## config.mk

```make
export PLATFORM = sky130hd
export DESIGN_NAME = mouse_pos_tracker
export DESIGN_NICKNAME = d
export VERILOG_FILES = /design/src/rtl/mouse_pos_tracker.sv
export SDC_FILE = /design/constraint.sdc
export NUM_CORES = 1
export LEC_CHECK = 0
export CORE_MARGIN = 2
export CORE_UTILIZATION = 30
export CTS_CLUSTER_SIZE = 28
export DETAILED_ROUTE_END_ITERATION = 16
export RECOVER_POWER = 25
export SLEW_MARGIN = 0
export SYNTH_ARGS = -nofsm -noshare
export SYNTH_HDL_FRONTEND = slang
export SYNTH_SLANG_ARGS = --single-unit
```

## constraint.sdc

```tcl
create_clock -name clk_i -period 4.4 [get_ports clk_i]
set_input_delay 0.88 -clock clk_i [delete_from_list [all_inputs] [get_ports clk_i]]
set_output_delay 0.88 -clock clk_i [all_outputs]
set_load 0.005 [all_outputs]
```

## src/rtl/mouse_pos_tracker.sv

```systemverilog
// Two-stage PS/2 mouse tracker: stage 1 transforms the packet deltas, stage 2 updates
// the clamped screen position and button state and queues button-change events.
module mouse_pos_tracker #(
  parameter int WIDTH      = 640,
  parameter int HEIGHT     = 480,
  parameter int X_POS_W    = 10,
  parameter int Y_POS_W    = 9,
  parameter int FIFO_DEPTH = 4
) (
  input  logic                         clk_i,
  input  logic                         rstn_i,
  input  logic                         pkt_valid_i,
  input  logic [8:0]                   pkt_dx_i,
  input  logic [8:0]                   pkt_dy_i,
  input  logic [2:0]                   pkt_btn_i,
  input  logic                         cfg_swap_i,
  input  logic                         cfg_inv_x_i,
  input  logic                         cfg_inv_y_i,
  input  logic [1:0]                   cfg_shift_i,
  input  logic                         pos_load_i,
  input  logic [X_POS_W-1:0]           pos_x_i,
  input  logic [Y_POS_W-1:0]           pos_y_i,
  input  logic [2:0]                   ack_i,
  output logic [X_POS_W-1:0]           x_pos_o,
  output logic [Y_POS_W-1:0]           y_pos_o,
  output logic [2:0]                   btn_state_o,
  output logic [2:0]                   btn_sticky_o,
  output logic                         evt_valid_o,
  input  logic                         evt_ready_i,
  output logic [X_POS_W+Y_POS_W+2:0]   evt_data_o,
  output logic                         evt_ovf_o,
  input  logic                         clr_ovf_i
);

  localparam int EVT_W = X_POS_W + Y_POS_W + 3;
  localparam int AW    = $clog2(FIFO_DEPTH);
  localparam int POS_W = (X_POS_W > Y_POS_W) ? X_POS_W : Y_POS_W;
  // Headroom so position +/- the largest shifted delta can never wrap.
  localparam int SUM_W = ((POS_W > 13) ? POS_W : 13) + 2;

  function automatic logic [X_POS_W-1:0] sat_x(input logic signed [SUM_W-1:0] v);
    if (v < 0)                          sat_x = '0;
    else if (v > SUM_W'(WIDTH - 1))     sat_x = X_POS_W'(WIDTH - 1);
    else                                sat_x = v[X_POS_W-1:0];
  endfunction

  function automatic logic [Y_POS_W-1:0] sat_y(input logic signed [SUM_W-1:0] v);
    if (v < 0)                          sat_y = '0;
    else if (v > SUM_W'(HEIGHT - 1))    sat_y = Y_POS_W'(HEIGHT - 1);
    else                                sat_y = v[Y_POS_W-1:0];
  endfunction

  logic signed [12:0] dx_ext, dy_ext, dx_sw, dy_sw, dx_tr, dy_tr;
  logic signed [12:0] dx_p1, dy_p1;
  logic [2:0]         btn_p1;
  logic               vld_p1;

  always_comb begin
    dx_ext = {{4{pkt_dx_i[8]}}, pkt_dx_i};
    dy_ext = {{4{pkt_dy_i[8]}}, pkt_dy_i};
    dx_sw  = cfg_swap_i ? dy_ext : dx_ext;
    dy_sw  = cfg_swap_i ? dx_ext : dy_ext;
    dx_tr  = (cfg_inv_x_i ? -dx_sw : dx_sw) <<< cfg_shift_i;
    dy_tr  = (cfg_inv_y_i ? -dy_sw : dy_sw) <<< cfg_shift_i;
  end

  // Stage 1: capture transformed deltas and buttons
  always_ff @(posedge clk_i) begin
    if (pkt_valid_i) begin
      dx_p1  <= dx_tr;
      dy_p1  <= dy_tr;
      btn_p1 <= pkt_btn_i;
    end
  end

  always_ff @(posedge clk_i or negedge rstn_i) begin
    if (!rstn_i) vld_p1 <= 1'b0;
    else         vld_p1 <= pkt_valid_i;
  end

  logic [X_POS_W-1:0]        x_pos_p2, x_new;
  logic [Y_POS_W-1:0]        y_pos_p2, y_new;
  logic [2:0]                btn_state_p2, btn_sticky_p2, sticky_nxt;
  logic signed [SUM_W-1:0]   x_sum, y_sum;
  logic                      push;

  always_comb begin
    x_sum      = SUM_W'(signed'({1'b0, x_pos_p2})) + SUM_W'(dx_p1);
    y_sum      = SUM_W'(signed'({1'b0, y_pos_p2})) - SUM_W'(dy_p1);
    x_new      = pos_load_i ? sat_x(SUM_W'(signed'({1'b0, pos_x_i}))) : sat_x(x_sum);
    y_new      = pos_load_i ? sat_y(SUM_W'(signed'({1'b0, pos_y_i}))) : sat_y(y_sum);
    push       = vld_p1 && (btn_p1 != btn_state_p2);
    sticky_nxt = (btn_sticky_p2 & ~ack_i) | (vld_p1 ? btn_p1 : 3'b000);
  end

  // Stage 2: position, button state, sticky buttons
  always_ff @(posedge clk_i or negedge rstn_i) begin
    if (!rstn_i) begin
      x_pos_p2      <= X_POS_W'(WIDTH / 2);
      y_pos_p2      <= Y_POS_W'(HEIGHT / 2);
      btn_state_p2  <= '0;
      btn_sticky_p2 <= '0;
    end else begin
      if (pos_load_i || vld_p1) begin
        x_pos_p2 <= x_new;
        y_pos_p2 <= y_new;
      end
      if (vld_p1) btn_state_p2 <= btn_p1;
      btn_sticky_p2 <= sticky_nxt;
    end
  end

  logic [EVT_W-1:0] fifo_mem [FIFO_DEPTH];
  logic [AW:0]      wr_ptr, rd_ptr;
  logic             empty, full, pop, wr_en, ovf_set, ovf_q;

  always_comb begin
    empty   = (wr_ptr == rd_ptr);
    full    = (wr_ptr[AW] != rd_ptr[AW]) && (wr_ptr[AW-1:0] == rd_ptr[AW-1:0]);
    pop     = !empty && evt_ready_i;
    wr_en   = push && (!full || pop);
    ovf_set = push && full && !pop;
  end

  always_ff @(posedge clk_i) begin
    if (wr_en) fifo_mem[wr_ptr[AW-1:0]] <= {x_new, y_new, btn_p1};
  end

  always_ff @(posedge clk_i or negedge rstn_i) begin
    if (!rstn_i) begin
      wr_ptr <= '0;
      rd_ptr <= '0;
      ovf_q  <= 1'b0;
    end else begin
      if (wr_en) wr_ptr <= wr_ptr + (AW+1)'(1);
      if (pop)   rd_ptr <= rd_ptr + (AW+1)'(1);
      ovf_q <= ovf_set | (ovf_q & ~clr_ovf_i);
    end
  end

  assign x_pos_o      = x_pos_p2;
  assign y_pos_o      = y_pos_p2;
  assign btn_state_o  = btn_state_p2;
  assign btn_sticky_o = btn_sticky_p2;
  assign evt_valid_o  = !empty;
  assign evt_data_o   = fifo_mem[rd_ptr[AW-1:0]];
  assign evt_ovf_o    = ovf_q;

endmodule

```

==> results of run 1 <==
==> area by class of cell <==
cell class / count / area (um^2)
Fill cell: 2706 / 17200
Sequential cell: 150 / 4350
Multi-Input combinational cell: 460 / 3750
Timing Repair Buffer: 115 / 1120
Tap cell: 378 / 473
Clock buffer: 23 / 458
Clock inverter: 9 / 130
Inverter: 33 / 124
==> flip-flops by register name, indices dropped and copies added (netlist names) <==
| name | cells |
|---|---|
| vld_p1 | 1 |
| btn_state_o | 3 |
| y_pos_o | 9 |
| x_pos_o | 10 |
| rd_ptr | 3 |
| evt_ovf_o | 1 |
| wr_ptr | 3 |
| dy_p1 | 13 |
| btn_sticky_o | 3 |
| btn_p1 | 3 |
| dx_p1 | 13 |
| fifo_mem | 88 |
==> kinds of logic after synthesis <==
kind of cell / synth area share, %
flip-flops: 52.0
AO/OA/AOI/OAI: 14.6
AND/OR/NAND/NOR: 10.2
XOR/XNOR: 3.56
adder cells (fa/ha/maj): 4.37
multiplexers: 12.2
buffers and inverters: 3.14
==> worst paths after layout <==
path                            start             end  slack, ns  depth (start not counted)
setup / recovery           cfg_swap_i        dy_p1[8]       0.96                          9
hold / removal              wr_ptr[2]       wr_ptr[2]       0.49                          1
setup reg to reg           y_pos_o[0]  fifo_mem[1][6]       1.06                         11
hold reg to reg             wr_ptr[2]       wr_ptr[2]       0.49                          1
max in group asynchronous      rstn_i      y_pos_o[2]       2.15                          1
min in group asynchronous      rstn_i      x_pos_o[7]       1.05                          1
==> worst reg2reg max path: stages (launching register included) <==
cell      delay (ns)
dfrtp_1         0.39
inv_1           0.06
ha_1            0.16
inv_1           0.05
fa_1            0.43
a211oi_2        0.34
nor3_2          0.11
o41ai_4         0.40
o21ai_2         0.13
nor4_4          0.41
nor2_1          0.20
a31oi_1         0.40
==> cells in the final DEF (no fill, tap or decap), types with 12 or more instances in the layout <==
cell type	count
edfxtp_1	117
clkdlybuf4s50_1	94
nand2_1	47
nor2_1	39
o21ai_0	38
a21oi_1	36
inv_1	33
dfrtp_1	27
ha_1	26
mux2i_1	24
mux4_2	22
clkbuf_16	17
o211ai_1	15
a31oi_1	15
xor2_1	15
xnor2_1	14
nand3_1	12
==> power groups by stage <==
stage | Sequential, mW | Clock (mW) | Combinational, mW
3_5_place_dp | 2.04 | 0 | 1.79
4_1_cts | 2.01 | 1.47 | 1.80
2_1_floorplan | 1.94 | 0 | 1.13
3_3_place_gp | 2.03 | 0 | 1.78
6_report | 2.00 | 1.45 | 1.77
5_1_grt | 2.03 | 1.54 | 1.95
==> per-layer routing <==
metal  vias to the layer above  global-route usage [%]  wire [um]
met4                         0                    4.02        370
met3                        23                    2.85        859
li1                       2775                       -          -
met1                      2754                    18.3       9120
met2                       138                    21.7       8890
met5                         -                       0          0
==> flow_metrics.tcl, run 1 <==
set metrics [dict create \
    post-layout-total-power_mw 5.22 \
    relSlewSlack_pct -37.9 \
    chipWidth_um 171 \
    fin_area_mm2 0.0104 \
    overflow 0 \
    syn_area_mm2 0.00836 \
    cts_resized 0 \
    holdWs_ns 0.485 \
    tightest_slew_ns 2.07 \
    htreeDepth 4 \
    fin_nets 859 \
    final_cells 1168 \
    start_util_pct 30.3 \
    report.final.setup_viol 0 \
    clock.fmax_mhz 291 \
    cp.arrival_ns 3.61 \
    postCtsSetupRepairBufs 0 \
    hold_viol 0 \
    wire_per_inst_um 16.5 \
    rsz0062_at_grt "no" \
    swShare_pct 29.7 \
    dp_cells 1136 \
    worst-path-buf-inv 1 \
    pin_count 103 \
    critPathKind "in -> reg" \
    drt.antenna.violating_nets 0 \
    ys_top_cells_by_area "edfxtp_1 (42%), dfrtp_1 (8.1%), mux4_2 (5.9%)" \
    die_y_um 171 \
    status "finished with violations" \
    cts.sinks 150 \
    first_iter_violations 434 \
    synth_top_area_share_pct 42.0 \
    critPathSlowestCell "clkdlybuf4s50_1" \
    fin_crit_sh_pct 78.1 \
    start_kind "input port" \
    design.die.area_mm2 0.0292 \
    p_seq_share_pct 38.3 \
    avgViaCountPerCell 4.87 \
    place_area_mm2 0.00982 \
    wirelength_um 19200 \
    area_growth_pct 24.4 \
    yosysSeqAreaShare_pct 52.0 \
    dp_slack_ns 0.678 \
    grt_pass1_wl_um 30600 \
    vias 5690 \
    cp_max_fo 6 \
    final.setup.worst_slack_ns 0.963 \
    grt_pass1_vias 5657 \
    worst_hold_path_type "reg -> reg" \
    synth_top_cell_by_area "edfxtp_1" \
    worstSkewPairLatency_ns 0.42 \
    route.detailed.drc 0 \
    internal_power_mw 3.67 \
    ys_ff_latch 150 \
    synth_commonest_cells "edfxtp_1 (117), nand2_1 (47), nor2_1 (39), o21ai_0 (38), a21oi_1 (36)" \
    slew_violations 65 \
    grt_start_max_net_pins 34 \
    post_synth_num_cell_types 80 \
    ir_drop_v 0.000208 \
    switchingPower_mw 1.55 \
    syn_inst 670 \
    clock-skew-final_ns 0.00918 \
    power.share.clock_pct 27.7 \
    fin_tns_setup_ns 0 \
    crit_family "multiplexers" \
    num_rows 61 \
    drt-pass1-iter-count 4 \
    max_stage_delay_ns 0.62 \
    path_cells "clkdlybuf4s50_1 -> mux2i_1 -> ha_1 -> o211ai_1 -> nor2_1 -> nor2_2 -> xnor2_1 -> mux2_4 -> mux2_2" \
    power_leakage_nw 3.73 \
    synth_edf_count 117 \
    power_density_mw_per_mm2 502 \
    hpwl_um 14400 \
    cts.reportedPaths.clkPinSlew_ns 0.06 \
    failed_checks "max-capacitance violations, max-slew violations" \
    cp-end-kind "register" \
    track_usage_pct 13.5 \
    cts_hold_buf 0 \
    yosysWarnings 0 \
    clk_path_buf_depth 2 \
    io_buffer_count 102 \
    drv_cap 2 \
    fin_crit_ns 3.44 \
    yosys.cell_count.top_type "edfxtp_1" \
    synthesis.nets 752 \
    layout-drive-gt1-share_pct 14.2 \
    synth_ff_type "edfxtp_1" \
    async_flop_share_pct 22.0 \
    clockRootBuffer "clkbuf_16" \
    cts_tree "yes" \
    place_congestion 0.804 \
    core_area_mm2 0.0276 \
    required_ns 4.57 \
    comb_power_share_pct 33.9 \
    cts_buffers 17 \
    synth_area_per_cell_um2 12.5 \
    post-route-util_pct 37.7 \
    diodes 0 \
    antenna_found_initial 0 \
]
No activity file was read; power rests on OpenSTA's default activity.
==> run 2: changes to the inputs <==
==> constraint.sdc (replaced) <==
create_clock -name clk_i -period 3.6 [get_ports clk_i]
set_input_delay 0.72 -clock clk_i [delete_from_list [all_inputs] [get_ports clk_i]]
set_output_delay 0.72 -clock clk_i [all_outputs]
set_load 0.005 [all_outputs]
==> run 2 against run 1 <==
Net effect: the run still ends with max-capacitance violations, max-slew violations left; largest power group unchanged; utilization rose by 0.17 points; clock power up 11%; non-clock buffer count increased by 9; cell count is 0.77% higher.
==> flow_metrics.tcl, run 2 (same netlist as run 1, synthesis figures left out) <==
set metrics [dict create \
    final.setup.worst_slack_ns 0.287 \
    wire_per_inst_um 16.5 \
    cts_buffers 17 \
    overflow 0 \
    crit_family "compound AO/OA/AOI/OAI gates" \
    ir_drop_v 0.000224 \
    critPathSlowestCell "a31oi_1" \
    cp-end-kind "register" \
    grt_pass1_vias 5732 \
    max_stage_delay_ns 0.43 \
    grt_pass1_wl_um 30900 \
    holdPathStages 2 \
    clock-skew-final_ns 0.0109 \
    hpwl_um 14500 \
    fin_crit_ns 3.31 \
    core_area_mm2 0.0276 \
    fin_nets 868 \
    place_congestion 0.796 \
    layout_commonest_cell "edfxtp_1" \
    fin_crit_sh_pct 92.0 \
    reg2reg_to "fifo_mem[0][6]" \
    cp.arrival_ns 3.46 \
    rr_worst_depth 11 \
    dp_slack_ns 0.169 \
    drt.antenna.violating_nets 0 \
    relSlewSlack_pct -33.9 \
    first_iter_violations 389 \
    clock.fmax_mhz 302 \
    design.die.area_mm2 0.0292 \
    required_ns 3.74 \
    area_growth_pct 25.0 \
    start_util_pct 30.3 \
    power_leakage_nw 3.76 \
    slew_violations 65 \
    start_kind "register" \
    min_to "evt_ovf_o" \
    clk_path_buf_depth 2 \
    largest_register_ffs 88 \
    worst_hold_path_type "reg -> reg" \
    status "finished with violations" \
    antenna_found_initial 0 \
    route.detailed.drc 0 \
    cts.sinks 150 \
    power_density_mw_per_mm2 597 \
    startpoint "y_pos_o[0]" \
    htreeDepth 4 \
    postCtsSetupRepairBufs 0 \
    cp_max_fo 7 \
    fill_cells 2688 \
    final_cell_mix "edfxtp_1 (117), clkdlybuf4s50_1 (96), nand2_1 (47)" \
    drt-pass1-iter-count 6 \
    worstSkewPairLatency_ns 0.42 \
    cts.reportedPaths.clkPinSlew_ns 0.06 \
    track_usage_pct 13.7 \
    avgViaCountPerCell 4.87 \
    failed_checks "max-capacitance violations, max-slew violations" \
    pin_count 103 \
    num_rows 61 \
    path_cells "inv_1 -> ha_1 -> inv_1 -> fa_1 -> a211oi_2 -> nor3_2 -> o41ai_4 -> a211oi_2 -> nor3_4 -> nor2_1 -> a31oi_1" \
    hold_viol 0 \
    worst-path-buf-inv 2 \
    rsz0062_at_grt "no" \
    clockRootBuffer "clkbuf_16" \
    report.final.setup_viol 0 \
    diodes 0 \
    chipWidth_um 171 \
    r2r-start "y_pos_o[0]" \
    vias 5736 \
    cts_resized 0 \
    drv_cap 2 \
    holdCritStartpoint "evt_ovf_o" \
    layout-drive-gt1-share_pct 15.6 \
    wirelength_um 19400 \
    critPathKind "reg -> reg" \
    fin_tns_setup_ns 0 \
    io_buffer_count 102 \
    grt_start_max_net_pins 34 \
    cts_hold_buf 0 \
    ff2ff_setup_slack_ns 0.29 \
    cts_tree "yes" \
    tightest_slew_ns 2.01 \
    die_y_um 171 \
]
[run 2: worst max-delay path by stage]
| stage | slack [ns] | to | cells after the start |
|---|---|---|---|
| 2_1_floorplan | 0.80 | fifo_mem[0][10] | 11 |
| 3_3_place_gp | 0.22 | dy_p1[8] | 10 |
| 3_5_place_dp | 0.17 | dy_p1[8] | 10 |
| 4_1_cts | 0.27 | fifo_mem[2][16] | 10 |
| 5_1_grt | 0.01 | fifo_mem[2][16] | 10 |
| 6_report | 0.29 | fifo_mem[0][6] | 11 |
[run 2: report_power, final]
| group | switching (mW) | leakage, nW | internal (mW) |
|---|---|---|---|
| Combinational | 1.07 | 2.03 | 1.14 |
| Clock | 0.711 | 0.255 | 0.901 |
| Sequential | 0.160 | 1.48 | 2.25 |
[run 2: tightest hold or removal path, stage by stage (launching register included)]
cell,delay (ns)
dfrtp_1,0.34
nand2b_1,0.06
o41ai_1,0.05
[run 2: metal layers]
metal / GRT usage [%] / vias up / wire length [um] / share of wire (%)
li1: - / 2790 / - / -
met1: 18.0 / 2792 / 8910 / 46
met2: 23.0 / 138 / 9420 / 49
met3: 2.45 / 16 / 898 / 4.6
met4: 4.20 / 0 / 181 / 0.93
met5: 0 / - / 0 / 0
[run 2: per-stage QoR]
step	hold WS (ns)	instance area, um^2	std cells	power [mW]	utilization, %
finish	0.488	10500	1177	6.24	37.8
global route	0.514	10500	1177	6.61	37.8
detailed placement	0.477	9920	1145	4.70	35.9
global placement	0.476	9920	1145	4.67	35.9
CTS	0.422	10500	1177	6.33	37.8
floorplan	0.424	8360	670	3.75	-
[run 2: layout make-up]
class	count	area, um^2	share of cell area (%)
timing repair buffer	124	1210	11.6
tap	378	473	4.53
multi-input combinational	460	3750	35.9
inverter	33	124	1.19
clock inverter	14	100	0.958
sequential	150	4350	41.6
clock buffer	18	439	4.20
==> run 3: changes to the inputs <==
--- a/config.mk
+++ b/config.mk
@@ -9,7 +9,9 @@
 export CORE_UTILIZATION = 30
 export CTS_CLUSTER_SIZE = 28
 export DETAILED_ROUTE_END_ITERATION = 16
+export PLACE_DENSITY_LB_ADDON = 0.08
 export RECOVER_POWER = 25
+export SETUP_SLACK_MARGIN = 0.15
 export SLEW_MARGIN = 0
 export SYNTH_ARGS = -nofsm -noshare
 export SYNTH_HDL_FRONTEND = slang
==> run 3 against run 2 <==
Net effect: the run still ends with max-capacitance violations, max-slew violations left; sequential share of layout area decreased by 0.15 points; clock skew increased by 0.00095 ns; combinational power about the same; non-clock buffer count decreased by 1; critical path type unchanged; critical endpoint is now fifo_mem[2][5]; largest power group unchanged; highest routed layer is now met5.
==> flow_metrics.tcl, run 3 (same netlist as run 1, synthesis figures left out) <==
set metrics [dict create \
    status "finished with violations" \
    failed_checks "max-capacitance violations, max-slew violations" \
    power.share.clock_pct 28.3 \
    htreeDepth 4 \
    fin_area_mm2 0.0105 \
    num_rows 61 \
    p_seq_share_pct 36.8 \
    slew_violations 65 \
    path_cells "inv_1 -> ha_1 -> inv_1 -> fa_1 -> a211oi_2 -> nor3_2 -> o41ai_4 -> and4bb_2 -> nor3_4 -> o31ai_1 -> nand2_1" \
    clk_path_buf_depth 2 \
    cp.arrival_ns 3.30 \
    power_leakage_nw 3.79 \
    die_y_um 171 \
    max_stage_delay_ns 0.42 \
    dp_slack_ns 0.225 \
    rsz0062_at_grt "yes" \
    grt_pass1_vias 5935 \
    antenna_found_initial 1 \
    first_iter_violations 278 \
    layout_commonest_cell "edfxtp_1" \
    drt.antenna.violating_nets 0 \
    area_growth_pct 25.4 \
    cts_tree "yes" \
    fill_cells 2663 \
    hpwl_um 15200 \
    drt-pass1-iter-count 4 \
    rr_worst_depth 11 \
    critPathMostFrequentCell "inv_1" \
    worst-path-buf-inv 2 \
    report.final.setup_viol 0 \
    avgViaCountPerCell 4.84 \
    crit_cells 11 \
    worstSetupEndpoint "fifo_mem[2][5]" \
    grt_start_max_net_pins 34 \
    core_area_mm2 0.0276 \
    post-route-util_pct 38.0 \
    cts.reportedPaths.clkPinSlew_ns 0.07 \
    wire_per_inst_um 17.4 \
    ff2ff_setup_slack_ns 0.42 \
    postCtsSetupRepairBufs 0 \
    critPathKind "reg -> reg" \
    wirelength_um 20500 \
    relSlewSlack_pct -36.2 \
    largest_register_ffs 88 \
    r2r-start "y_pos_o[0]" \
    holdWs_ns 0.494 \
    critPathSlowestCell "fa_1" \
    hold_viol 0 \
    crit_family "compound AO/OA/AOI/OAI gates" \
    start_kind "register" \
    fin_nets 867 \
    cp_max_fo 7 \
    startpoint "y_pos_o[0]" \
    track_usage_pct 14.6 \
    chipWidth_um 171 \
    swShare_pct 30.6 \
    tightest_slew_ns 2.04 \
    worstSkewPairLatency_ns 0.43 \
    grt_pass1_wl_um 32600 \
    start_util_pct 30.3 \
    worst_hold_path_type "reg -> reg" \
    io_buffer_count 102 \
    fin_crit_ns 3.18 \
    clock.fmax_mhz 315 \
    cp-end-kind "register" \
    clock-skew-final_ns 0.0119 \
    multiInputGateArea_mm2 0.00376 \
    design.die.area_mm2 0.0292 \
    final.setup.worst_slack_ns 0.422 \
    internal_power_mw 4.48 \
    comb_power_share_pct 34.9 \
    final_cell_mix "edfxtp_1 (117), clkdlybuf4s50_1 (97), nand2_1 (47)" \
    route.detailed.drc 0 \
    place_area_mm2 0.00988 \
    required_ns 3.72 \
    holdCritStartpoint "evt_ovf_o" \
    drv_cap 2 \
    vias 5695 \
    overflow 0 \
    cts.sinks 150 \
    cts_buffers 17 \
    clockRootBuffer "clkbuf_16" \
    fin_crit_sh_pct 88.3 \
    reg2reg_to "fifo_mem[2][5]" \
    place_congestion 0.834 \
    fin_tns_setup_ns 0 \
    pin_count 103 \
    layout-drive-gt1-share_pct 15.8 \
    regArea_mm2 0.00435 \
    power_density_mw_per_mm2 616 \
    ir_drop_v 0.000320 \
    diodes 0 \
    switchingPower_mw 1.98 \
]
run 3: changes by cell type in the layout (fill, tap and decap cells not counted), moves of 2 or more:
cell        delta
buf_12         -2
bufinv_16      +3
clkbuf_1       +2
clkinv_1       -2
clkinvlp_4     -3
o21ai_0        -5
o21ai_1        +5
run 3: what timing repair did:
action | in CTS | in global routing
gates resized for setup | 0 | 7
hold buffers | 0 | 0
endpoints found under the setup margin | 0 | 32
run 3: routing by layer:
layer	track usage, %	part of all wire, %	vias to the layer above
met5	0	0.054	-
met4	3.94	1.4	2
met3	3.63	4.5	21
met2	24.9	49	119
met1	18.2	45	2760
li1	-	-	2793
run 3: worst min-delay path by stage:
stage	end	slack [ns]	cells after the start
detailed placement	rd_ptr[2]	0.49	1
floorplan	btn_state_o[0]	0.42	0
CTS	evt_ovf_o	0.43	1
global route	rd_ptr[2]	0.52	1
global placement	evt_ovf_o	0.47	2
finish	evt_ovf_o	0.49	2
run 3: layout make-up:
| cell class | instances | share of cell area, % |
|---|---|---|
| timing repair buffer | 123 | 11.3 |
| clock buffer | 19 | 4.13 |
| tap | 378 | 4.51 |
| sequential | 150 | 41.4 |
| inverter | 33 | 1.18 |
| multi-input combinational | 460 | 35.9 |
| clock inverter | 13 | 1.61 |
run 3: per-stage QoR:
stage	std cells	total power, mW
3_3_place_gp	1144	4.67
6_report	1176	6.46
4_1_cts	1176	6.56
5_1_grt	1176	6.85
3_5_place_dp	1144	4.71
2_1_floorplan	670	3.75
run 3: tightest hold or removal path, delay by kind of cell, from the launching register on:
kind	cells	cell delay, ns
AND/OR/NAND/NOR	1	0.06
flip-flops	1	0.34
AO/OA/AOI/OAI	1	0.06
run 3: power by group through the flow:
stage | sequential [mW] | clock [mW] | combinational (mW)
floorplan | 2.37 | 0 | 1.38
global placement | 2.40 | 0 | 2.26
detailed placement | 2.42 | 0 | 2.29
CTS | 2.38 | 1.88 | 2.30
global route | 2.41 | 1.95 | 2.50
finish | 2.38 | 1.83 | 2.25
